==> src/rtl/dbg_disp_sched_if.sv <==
// ---------------------------------------------------------------------------
// dbg_disp_sched_if
//
// Purpose:
//   Bundles the debug-source taps, the user controls and the display-side
//   outputs of the debug display scheduler into one interface.
//
// Signals:
//   src_data   NSRC*16  source values, source i at [16i+15:16i]
//   src_dots   NSRC*4   source dot patterns, source i at [4i+3:4i]
//   src_valid  NSRC     source present flags
//   btn_next   1        single-cycle pulse: advance page
//   btn_mode   1        single-cycle pulse: toggle AUTO/MANUAL
//   freeze     1        level: hold display and page
//   scan_ce    1        one-cycle scan tick to the digit multiplexer
//   out_data   16       display value (decoder data0)
//   out_dots   4        dot pattern (decoder data1)
//   page       SEL_W    currently selected source
//   manual     1        1 = MANUAL mode
//
// Modports:
//   master  the scheduler itself (consumes sources/controls, drives display)
//   slave   the surrounding environment (drives sources/controls)
// ---------------------------------------------------------------------------
interface dbg_disp_sched_if #(
    parameter int NSRC  = 4,
    parameter int SEL_W = 2
);
    logic [NSRC*16-1:0] src_data;
    logic [NSRC*4-1:0]  src_dots;
    logic [NSRC-1:0]    src_valid;
    logic               btn_next;
    logic               btn_mode;
    logic               freeze;
    logic               scan_ce;
    logic [15:0]        out_data;
    logic [3:0]         out_dots;
    logic [SEL_W-1:0]   page;
    logic               manual;

    modport master (
        input  src_data, src_dots, src_valid, btn_next, btn_mode, freeze,
        output scan_ce, out_data, out_dots, page, manual
    );

    modport slave (
        output src_data, src_dots, src_valid, btn_next, btn_mode, freeze,
        input  scan_ce, out_data, out_dots, page, manual
    );
endinterface

==> src/rtl/dbg_disp_sched.sv <==
// ---------------------------------------------------------------------------
// dbg_disp_sched
//
// Purpose:
//   Shares the 4-digit 7-segment debug display between NSRC debug sources.
//   Generates the scan clock-enable for the digit multiplexer, rotates the
//   selected page automatically (AUTO) or on button presses (MANUAL), and
//   registers a tear-free snapshot of the selected source for the decoder.
//
// Ports:
//   clk   system clock
//   rst   asynchronous active-high reset
//   bus   dbg_disp_sched_if.master (sources, controls, display outputs)
//
// Optional feature:
//   DBG_PAGE_BANNER_EN - when defined, every page change shows a banner
//   word {E,0,0,page} with dots 4'b1000 for BANNER_TICKS scan ticks before
//   normal source data is shown again.
// ---------------------------------------------------------------------------
module dbg_disp_sched #(
    parameter int NSRC         = 4,
    parameter int SEL_W        = 2,
    parameter int SCAN_DIV     = 50000,
    parameter int PAGE_DIV     = 2000
`ifdef DBG_PAGE_BANNER_EN
    ,
    parameter int BANNER_TICKS = 500
`endif
) (
    input logic               clk,
    input logic               rst,
    dbg_disp_sched_if.master  bus
);

    localparam int SCAN_W = $clog2(SCAN_DIV);
    localparam int PAGE_W = (PAGE_DIV > 1) ? $clog2(PAGE_DIV) : 1;

    typedef enum logic {
        AUTO   = 1'b0,
        MANUAL = 1'b1
    } mode_t;

    mode_t              mode_q;
    mode_t              mode_d;
    logic [SCAN_W-1:0]  scan_cnt;
    logic               scan_ce;
    logic [PAGE_W-1:0]  page_cnt;
    logic [PAGE_W-1:0]  page_cnt_d;
    logic [SEL_W-1:0]   page_q;
    logic [SEL_W-1:0]   page_d;
    logic [SEL_W-1:0]   next_idx;
    logic [SEL_W:0]     cand;
    logic               found;
    logic               page_chg_q;
    logic               auto_adv;
    logic               next_ok;
    logic [15:0]        data_q;
    logic [3:0]         dots_q;
    logic [15:0]        load_data;
    logic [3:0]         load_dots;

    // Free-running scan prescaler; keeps running while frozen so the digit
    // multiplexer never stalls.
    always_ff @(posedge clk or posedge rst) begin
        if (rst) begin
            scan_cnt <= '0;
        end else if (scan_ce) begin
            scan_cnt <= '0;
        end else begin
            scan_cnt <= scan_cnt + SCAN_W'(1);
        end
    end

    assign scan_ce = (scan_cnt == SCAN_W'(SCAN_DIV - 1));

    // Search for the first valid source after the current page, wrapping
    // modulo NSRC. The current page itself is never a candidate, so with no
    // other valid source the page simply holds.
    always_comb begin
        next_idx = page_q;
        found    = 1'b0;
        cand     = '0;
        for (int k = 1; k < NSRC; k++) begin
            cand = {1'b0, page_q} + (SEL_W+1)'(k);
            if (cand >= (SEL_W+1)'(NSRC)) begin
                cand = cand - (SEL_W+1)'(NSRC);
            end
            if (!found && bus.src_valid[cand[SEL_W-1:0]]) begin
                next_idx = cand[SEL_W-1:0];
                found    = 1'b1;
            end
        end
    end

    // Mode FSM next state plus page stepping. An auto-advance and btn_next in
    // the same cycle collapse into a single step; a mode toggle and a step in
    // the same cycle both take effect.
    always_comb begin
        mode_d     = mode_q;
        page_d     = page_q;
        page_cnt_d = page_cnt;
        auto_adv   = 1'b0;
        next_ok    = bus.btn_next && !bus.freeze;

        if (mode_q == AUTO && !bus.freeze && scan_ce &&
            page_cnt == PAGE_W'(PAGE_DIV - 1)) begin
            auto_adv = 1'b1;
        end

        if (auto_adv || next_ok) begin
            page_d = next_idx;
        end

        if (bus.btn_mode) begin
            mode_d     = (mode_q == AUTO) ? MANUAL : AUTO;
            page_cnt_d = '0;
        end else if (mode_q == AUTO) begin
            if (next_ok || auto_adv) begin
                page_cnt_d = '0;
            end else if (!bus.freeze && scan_ce) begin
                page_cnt_d = page_cnt + PAGE_W'(1);
            end
        end
    end

    // State register for mode, page and page counter. page_chg_q remembers a
    // page change so the display reloads one cycle later.
    always_ff @(posedge clk or posedge rst) begin
        if (rst) begin
            mode_q     <= AUTO;
            page_q     <= '0;
            page_cnt   <= '0;
            page_chg_q <= 1'b0;
        end else begin
            mode_q     <= mode_d;
            page_q     <= page_d;
            page_cnt   <= page_cnt_d;
            page_chg_q <= (page_d != page_q);
        end
    end

    // Selected source word; an absent source displays as all zeros.
    always_comb begin
        load_data = 16'h0000;
        load_dots = 4'h0;
        if (bus.src_valid[page_q]) begin
            load_data = bus.src_data[{page_q, 4'b0000} +: 16];
            load_dots = bus.src_dots[{page_q, 2'b00} +: 4];
        end
    end

`ifdef DBG_PAGE_BANNER_EN
    localparam int BAN_W = $clog2(BANNER_TICKS + 1);

    logic [BAN_W-1:0] banner_cnt;

    // Snapshot register with page banner. banner_cnt holds the scan ticks the
    // banner still has to stay up; the tick that brings it to the end is the
    // one that reloads source data. A new page change restarts the banner,
    // and freeze holds everything including the banner countdown.
    always_ff @(posedge clk or posedge rst) begin
        if (rst) begin
            data_q     <= 16'h0000;
            dots_q     <= 4'h0;
            banner_cnt <= '0;
        end else if (!bus.freeze) begin
            if (page_chg_q) begin
                data_q     <= {4'hE, 8'h00, 4'(page_q)};
                dots_q     <= 4'b1000;
                banner_cnt <= BAN_W'(BANNER_TICKS);
            end else if (scan_ce) begin
                if (banner_cnt > BAN_W'(1)) begin
                    banner_cnt <= banner_cnt - BAN_W'(1);
                end else begin
                    banner_cnt <= '0;
                    data_q     <= load_data;
                    dots_q     <= load_dots;
                end
            end
        end
    end
`else
    // Snapshot register: refresh on every scan tick and force a reload the
    // cycle after a page change so the new page shows with 1-cycle latency.
    always_ff @(posedge clk or posedge rst) begin
        if (rst) begin
            data_q <= 16'h0000;
            dots_q <= 4'h0;
        end else if (!bus.freeze && (scan_ce || page_chg_q)) begin
            data_q <= load_data;
            dots_q <= load_dots;
        end
    end
`endif

    assign bus.scan_ce  = scan_ce;
    assign bus.out_data = data_q;
    assign bus.out_dots = dots_q;
    assign bus.page     = page_q;
    assign bus.manual   = (mode_q == MANUAL);

endmodule

==> src/flat_wrapper.sv <==
// flat-port wrapper written by rule: the top's interface ports become plain ports
module dbg_disp_sched_flat 
#(
    parameter int NSRC         = 4,
    parameter int SEL_W        = 2,
    parameter int SCAN_DIV     = 50000,
    parameter int PAGE_DIV     = 2000

)
  (clk, rst, bus_src_data, bus_src_dots, bus_src_valid, bus_btn_next, bus_btn_mode, bus_freeze, bus_scan_ce, bus_out_data, bus_out_dots, bus_page, bus_manual);
  dbg_disp_sched_if #(.NSRC(NSRC), .SEL_W(SEL_W)) bus_i ();
  input logic clk;
  input logic rst;
  input wire logic [$bits(bus_i.src_data)-1:0] bus_src_data;
  input wire logic [$bits(bus_i.src_dots)-1:0] bus_src_dots;
  input wire logic [$bits(bus_i.src_valid)-1:0] bus_src_valid;
  input wire logic [$bits(bus_i.btn_next)-1:0] bus_btn_next;
  input wire logic [$bits(bus_i.btn_mode)-1:0] bus_btn_mode;
  input wire logic [$bits(bus_i.freeze)-1:0] bus_freeze;
  output wire logic [$bits(bus_i.scan_ce)-1:0] bus_scan_ce;
  output wire logic [$bits(bus_i.out_data)-1:0] bus_out_data;
  output wire logic [$bits(bus_i.out_dots)-1:0] bus_out_dots;
  output wire logic [$bits(bus_i.page)-1:0] bus_page;
  output wire logic [$bits(bus_i.manual)-1:0] bus_manual;
  assign bus_i.src_data = bus_src_data;
  assign bus_i.src_dots = bus_src_dots;
  assign bus_i.src_valid = bus_src_valid;
  assign bus_i.btn_next = bus_btn_next;
  assign bus_i.btn_mode = bus_btn_mode;
  assign bus_i.freeze = bus_freeze;
  assign bus_scan_ce = bus_i.scan_ce;
  assign bus_out_data = bus_i.out_data;
  assign bus_out_dots = bus_i.out_dots;
  assign bus_page = bus_i.page;
  assign bus_manual = bus_i.manual;
  dbg_disp_sched #(.NSRC(NSRC), .SEL_W(SEL_W), .SCAN_DIV(SCAN_DIV), .PAGE_DIV(PAGE_DIV)) u_core (.clk(clk), .rst(rst), .bus(bus_i));
endmodule
==> config.mk <==
export PLATFORM = sky130hd
export DESIGN_NAME = dbg_disp_sched_flat
export DESIGN_NICKNAME = d
export VERILOG_FILES = /design/src/rtl/dbg_disp_sched_if.sv /design/src/rtl/dbg_disp_sched.sv /design/src/flat_wrapper.sv
export SDC_FILE = /design/constraint.sdc
export NUM_CORES = 1
export LEC_CHECK = 0
export ABC_AREA = 1
export BUFFER_PORTS_ARGS = -buffer_cell sky130_fd_sc_hd__buf_2
export CELL_PAD_IN_SITES_DETAIL_PLACEMENT = 1
export CELL_PAD_IN_SITES_GLOBAL_PLACEMENT = 2
export CORE_MARGIN = 5
export CORE_UTILIZATION = 27
export DETAILED_ROUTE_END_ITERATION = 16
export PLACE_DENSITY = 0.86
export RECOVER_POWER = 100
export REMOVE_ABC_BUFFERS = 1
export SETUP_SLACK_MARGIN = 0.3
export SLEW_MARGIN = 20
export SYNTH_ARGS = -nofsm -noshare
export SYNTH_HDL_FRONTEND = slang
export SYNTH_SLANG_ARGS = --single-unit
export TNS_END_PERCENT = 50
==> constraint.sdc <==
create_clock -name clk -period 1.8 [get_ports clk]
set_input_delay 0.27 -clock clk [delete_from_list [all_inputs] [get_ports clk]]
set_output_delay 0.27 -clock clk [all_outputs]
set_load 0.01 [all_outputs]
==> impl_metrics.env <==
export IMPL_status="finished clean"
export IMPL_skew_ns=0.0112
export IMPL_synthCells=494
export IMPL_synth_seq_cells=51
export IMPL_drt_first_pass_iters=4
export IMPL_num_fill_cells=1577
export IMPL_drc=0
export IMPL_cp_num_cells=10
export IMPL_viasPerCell=4.83
export IMPL_crit_chain="ha_4, nand2_4, nor2_4, nand2_2, nor2_4, inv_2, nor3_4, nand2_1, xor2_1, inv_1"
export IMPL_pwr_share_seq=0.256
export IMPL_slowest_delay_ns=0.41
export IMPL_maxCapViolations=0
export IMPL_num_rows=41
export IMPL_grt_usage=0.181
export IMPL_numCtsBuffers=5
export IMPL_worst_slew_pin_slew_ns=0.515
export IMPL_route_met3_wl_um=667
export IMPL_slew_headroom=0.656
export IMPL_fin_ws_ns=0.0887
export IMPL_synth_edff_count=0
export IMPL_cts_max_path_buffers=2
export IMPL_core_mm2=0.0125
export IMPL_slowest_stage="dfrtp_1"
export IMPL_place_hpwl_mm=9.37
export IMPL_crit_buf_inv=2
export IMPL_met1Wirelength_mm=5.71
export IMPL_clockPowerShare=0.168
export IMPL_p_int_uw=3460
export IMPL_swShare=0.439
export IMPL_p_switching_uw=2710
export IMPL_final_cell_count_no_fill=824
export IMPL_reg2reg_to="u_core.scan_cnt[10]$_DFF_PP0_"
export IMPL_nets=742
export IMPL_cts_tree="built"
export IMPL_die_y_um=122
export IMPL_r2r_cells=10
export IMPL_hold_class="input port to flop"
export IMPL_synth_warning_count=0
export IMPL_reg2reg_slack_ns=0.09
export IMPL_vdd_ir_drop_max_mv=0.548
export IMPL_wl_per_cell_um=16.7
export IMPL_wl_mm=13.8
export IMPL_grt_max_degree=42
export IMPL_io_pins=113
export IMPL_syn_avg_cell_area_um2=6.86
export IMPL_worstSetupEndpoint="u_core.scan_cnt[10]$_DFF_PP0_"
export IMPL_highest_layer="met4"
export IMPL_gp_congestion=0.817
export IMPL_power_total_uw=6170
export IMPL_setup_viol=0
export IMPL_rsz0062_at_grt="yes"
export IMPL_fmax_ghz=0.584
export IMPL_crit_type="flop to flop"
export IMPL_start_util=0.272
export IMPL_grt_overflow=0
export IMPL_p_comb_frac=0.576
export IMPL_area_delta_synth_final_pct=52.0
export IMPL_die_area_mm2=0.0149
export IMPL_post_place_ws_ns=0.0213
export IMPL_diodes=0
export IMPL_insertion_delay_ns=0.30
export IMPL_min_period_ns=1.71
export IMPL_drive_gt1_frac=0.351
export IMPL_path_clk_slew_ns=0.08
export IMPL_finalHoldViolations=0
export IMPL_multiInputGateArea_mm2=0.00214
export IMPL_vias=3984
export IMPL_syn_area_mm2=0.00339
export IMPL_worst_path_max_fanout=3
export IMPL_cts_sinks=51
export IMPL_power_leakage_uw=0.00246
export IMPL_synth_cell_types=31
export IMPL_timing_rr_start="u_core.scan_cnt[0]$_DFF_PP0_"
export IMPL_tns_ns=0
export IMPL_worstPathRequired_ns=1.99
export IMPL_grt_pass1_wl_mm=21.5
export IMPL_seq_area_mm2=0.00128
export IMPL_root_buffer="clkbuf_16"
export IMPL_htreeDepth=2
export IMPL_fin_crit_sh=0.951
export IMPL_synthFlopType="dfrtp_1"
export IMPL_critPathLaunchType="flop"
export IMPL_cp_arrival_ns=1.91
export IMPL_grt_pass1_vias=4340
export IMPL_worstSetupStartpoint="u_core.scan_cnt[0]$_DFF_PP0_"
export IMPL_power_density_mw_per_mm2=1200
export IMPL_wl_met2_mm=7.13
export IMPL_fp_dieW_um=122
export IMPL_ys_async_sr_fraction=1.00
export IMPL_yosysSeqAreaShare=0.377
export IMPL_path_delay_family="simple AND/OR/NAND/NOR gates"
export IMPL_maxSlewViolCount=0
export IMPL_antenna_found_initial=0
export IMPL_worstSetupEndpointType="flop"
export IMPL_dp_cells=774
export IMPL_port_buffer_count=112
export IMPL_ant_nets=0
export IMPL_drtIter0Drc=157
export IMPL_path_common_cell="nor2_4"
-- cells in the final DEF, fill, tap and decap left out, types with 4 or more instances in the layout --
master,n
nand2_1,170
buf_2,90
nand3_1,60
dfrtp_1,49
buf_4,38
inv_1,34
nor2_1,28
clkbuf_1,23
xor2_1,14
a41oi_1,13
inv_2,10
nor2_4,10
nand2_2,9
buf_6,8
nor2_2,7
nand3_2,7
a41oi_2,7
buf_12,7
a21oi_1,6
clkbuf_16,6
o21ai_1,5
nor3_1,5
nand4_1,5
nand2_4,4
nor4_1,4
-- tightest hold or removal path, cell delays in order --
cell and delay [ns]:
buf_2 0.16, nand2_1 0.08, nand2_1 0.05
-- state kept, by name (all words and copies together) (netlist names) --
name / flops
u_core.bus.out_data: 16
u_core.bus.out_dots: 4
u_core.bus.manual: 1
u_core.bus.page: 2
u_core.page_cnt: 11
u_core.scan_cnt: 16
u_core.page_chg_q: 1
-- worst min path at each step --
stage                               endpoint  cells after the start    startpoint
6_report       u_core.bus.manual$_DFFE_PP0P_                      3  bus_btn_mode
3_5_place_dp    u_core.scan_cnt[7]$_DFF_PP0_                      2           rst
5_1_grt        u_core.bus.manual$_DFFE_PP0P_                      3  bus_btn_mode
4_1_cts        u_core.bus.manual$_DFFE_PP0P_                      3  bus_btn_mode
2_1_floorplan  u_core.bus.manual$_DFFE_PP0P_                      2  bus_btn_mode
3_3_place_gp    u_core.scan_cnt[7]$_DFF_PP0_                      2           rst
-- synthesized netlist by cell type (3+ instances only) --
master	instances	area, um2
nand2_1	183	687
nand3_1	67	335
dfrtp_1	51	1280
inv_1	42	158
nor2_1	40	150
a41oi_1	20	175
xor2_1	14	123
clkbuf_1	12	45.0
nor3_1	8	40.0
a21oi_1	6	30.0
o21ai_0	6	30.0
nand4_1	5	31.3
buf_2	4	20.0
inv_2	4	15.0
nor4_1	4	25.0
o21ai_1	4	20.0
nor2_4	3	33.8
-- cell families after synthesis --
group,count (synthesis),share of synthesized area
AOI/OAI and AO/OA,38,0.0838
xor gates and xnor gates,15,0.0388
adders and majority gates,2,0.00738
buffers and inverters,68,0.0835
DFF,51,0.377
and+or+nand+nor,320,0.410
-- stage by stage --
step / utilization / cell area [um2] / hold slack (ns)
after floorplan: - / 3280 / 0.388
after global placement: 0.341 / 4250 / 0.222
after detailed placement: 0.341 / 4250 / 0.224
after CTS: 0.398 / 4960 / 0.287
after global routing: 0.413 / 5150 / 0.302
final: 0.413 / 5150 / 0.293
-- area by class of cell --
cell class | instances | share of cell area
clock buffers | 5 | 0.0243
clock inverters | 3 | 0.00656
inverters | 46 | 0.0355
multi-input cells | 376 | 0.416
flip-flops and latches | 51 | 0.248
well taps | 172 | 0.0418
repair buffers | 171 | 0.227
-- power groups by stage --
stage / sequential, uW / clock (uW) / combinational, uW
2_1_floorplan: 1700 / 0 / 1320
3_3_place_gp: 1560 / 0 / 2670
3_5_place_dp: 1570 / 0 / 2740
4_1_cts: 1570 / 1040 / 3440
5_1_grt: 1600 / 1090 / 3900
6_report: 1580 / 1030 / 3550
-- what timing repair did --
action / in CTS / in global routing
setup buffers: 24 / 11
hold buffers: 1 / 0
endpoints found under the hold margin: 10 / 0
pin swaps: 27 / 18
cloned: 5 / 1
setup endpoints to repair: 41 / 45
gates resized for setup: 69 / 36
-- per-layer routing --
layer | GRT usage | vias to the layer above
met1 | 0.215 | 1936
met3 | 0.0362 | 21
met2 | 0.329 | 102
met4 | 0.0525 | 0
li1 | - | 1925
met5 | 0 | -
No activity file was read; power rests on OpenSTA's default activity.
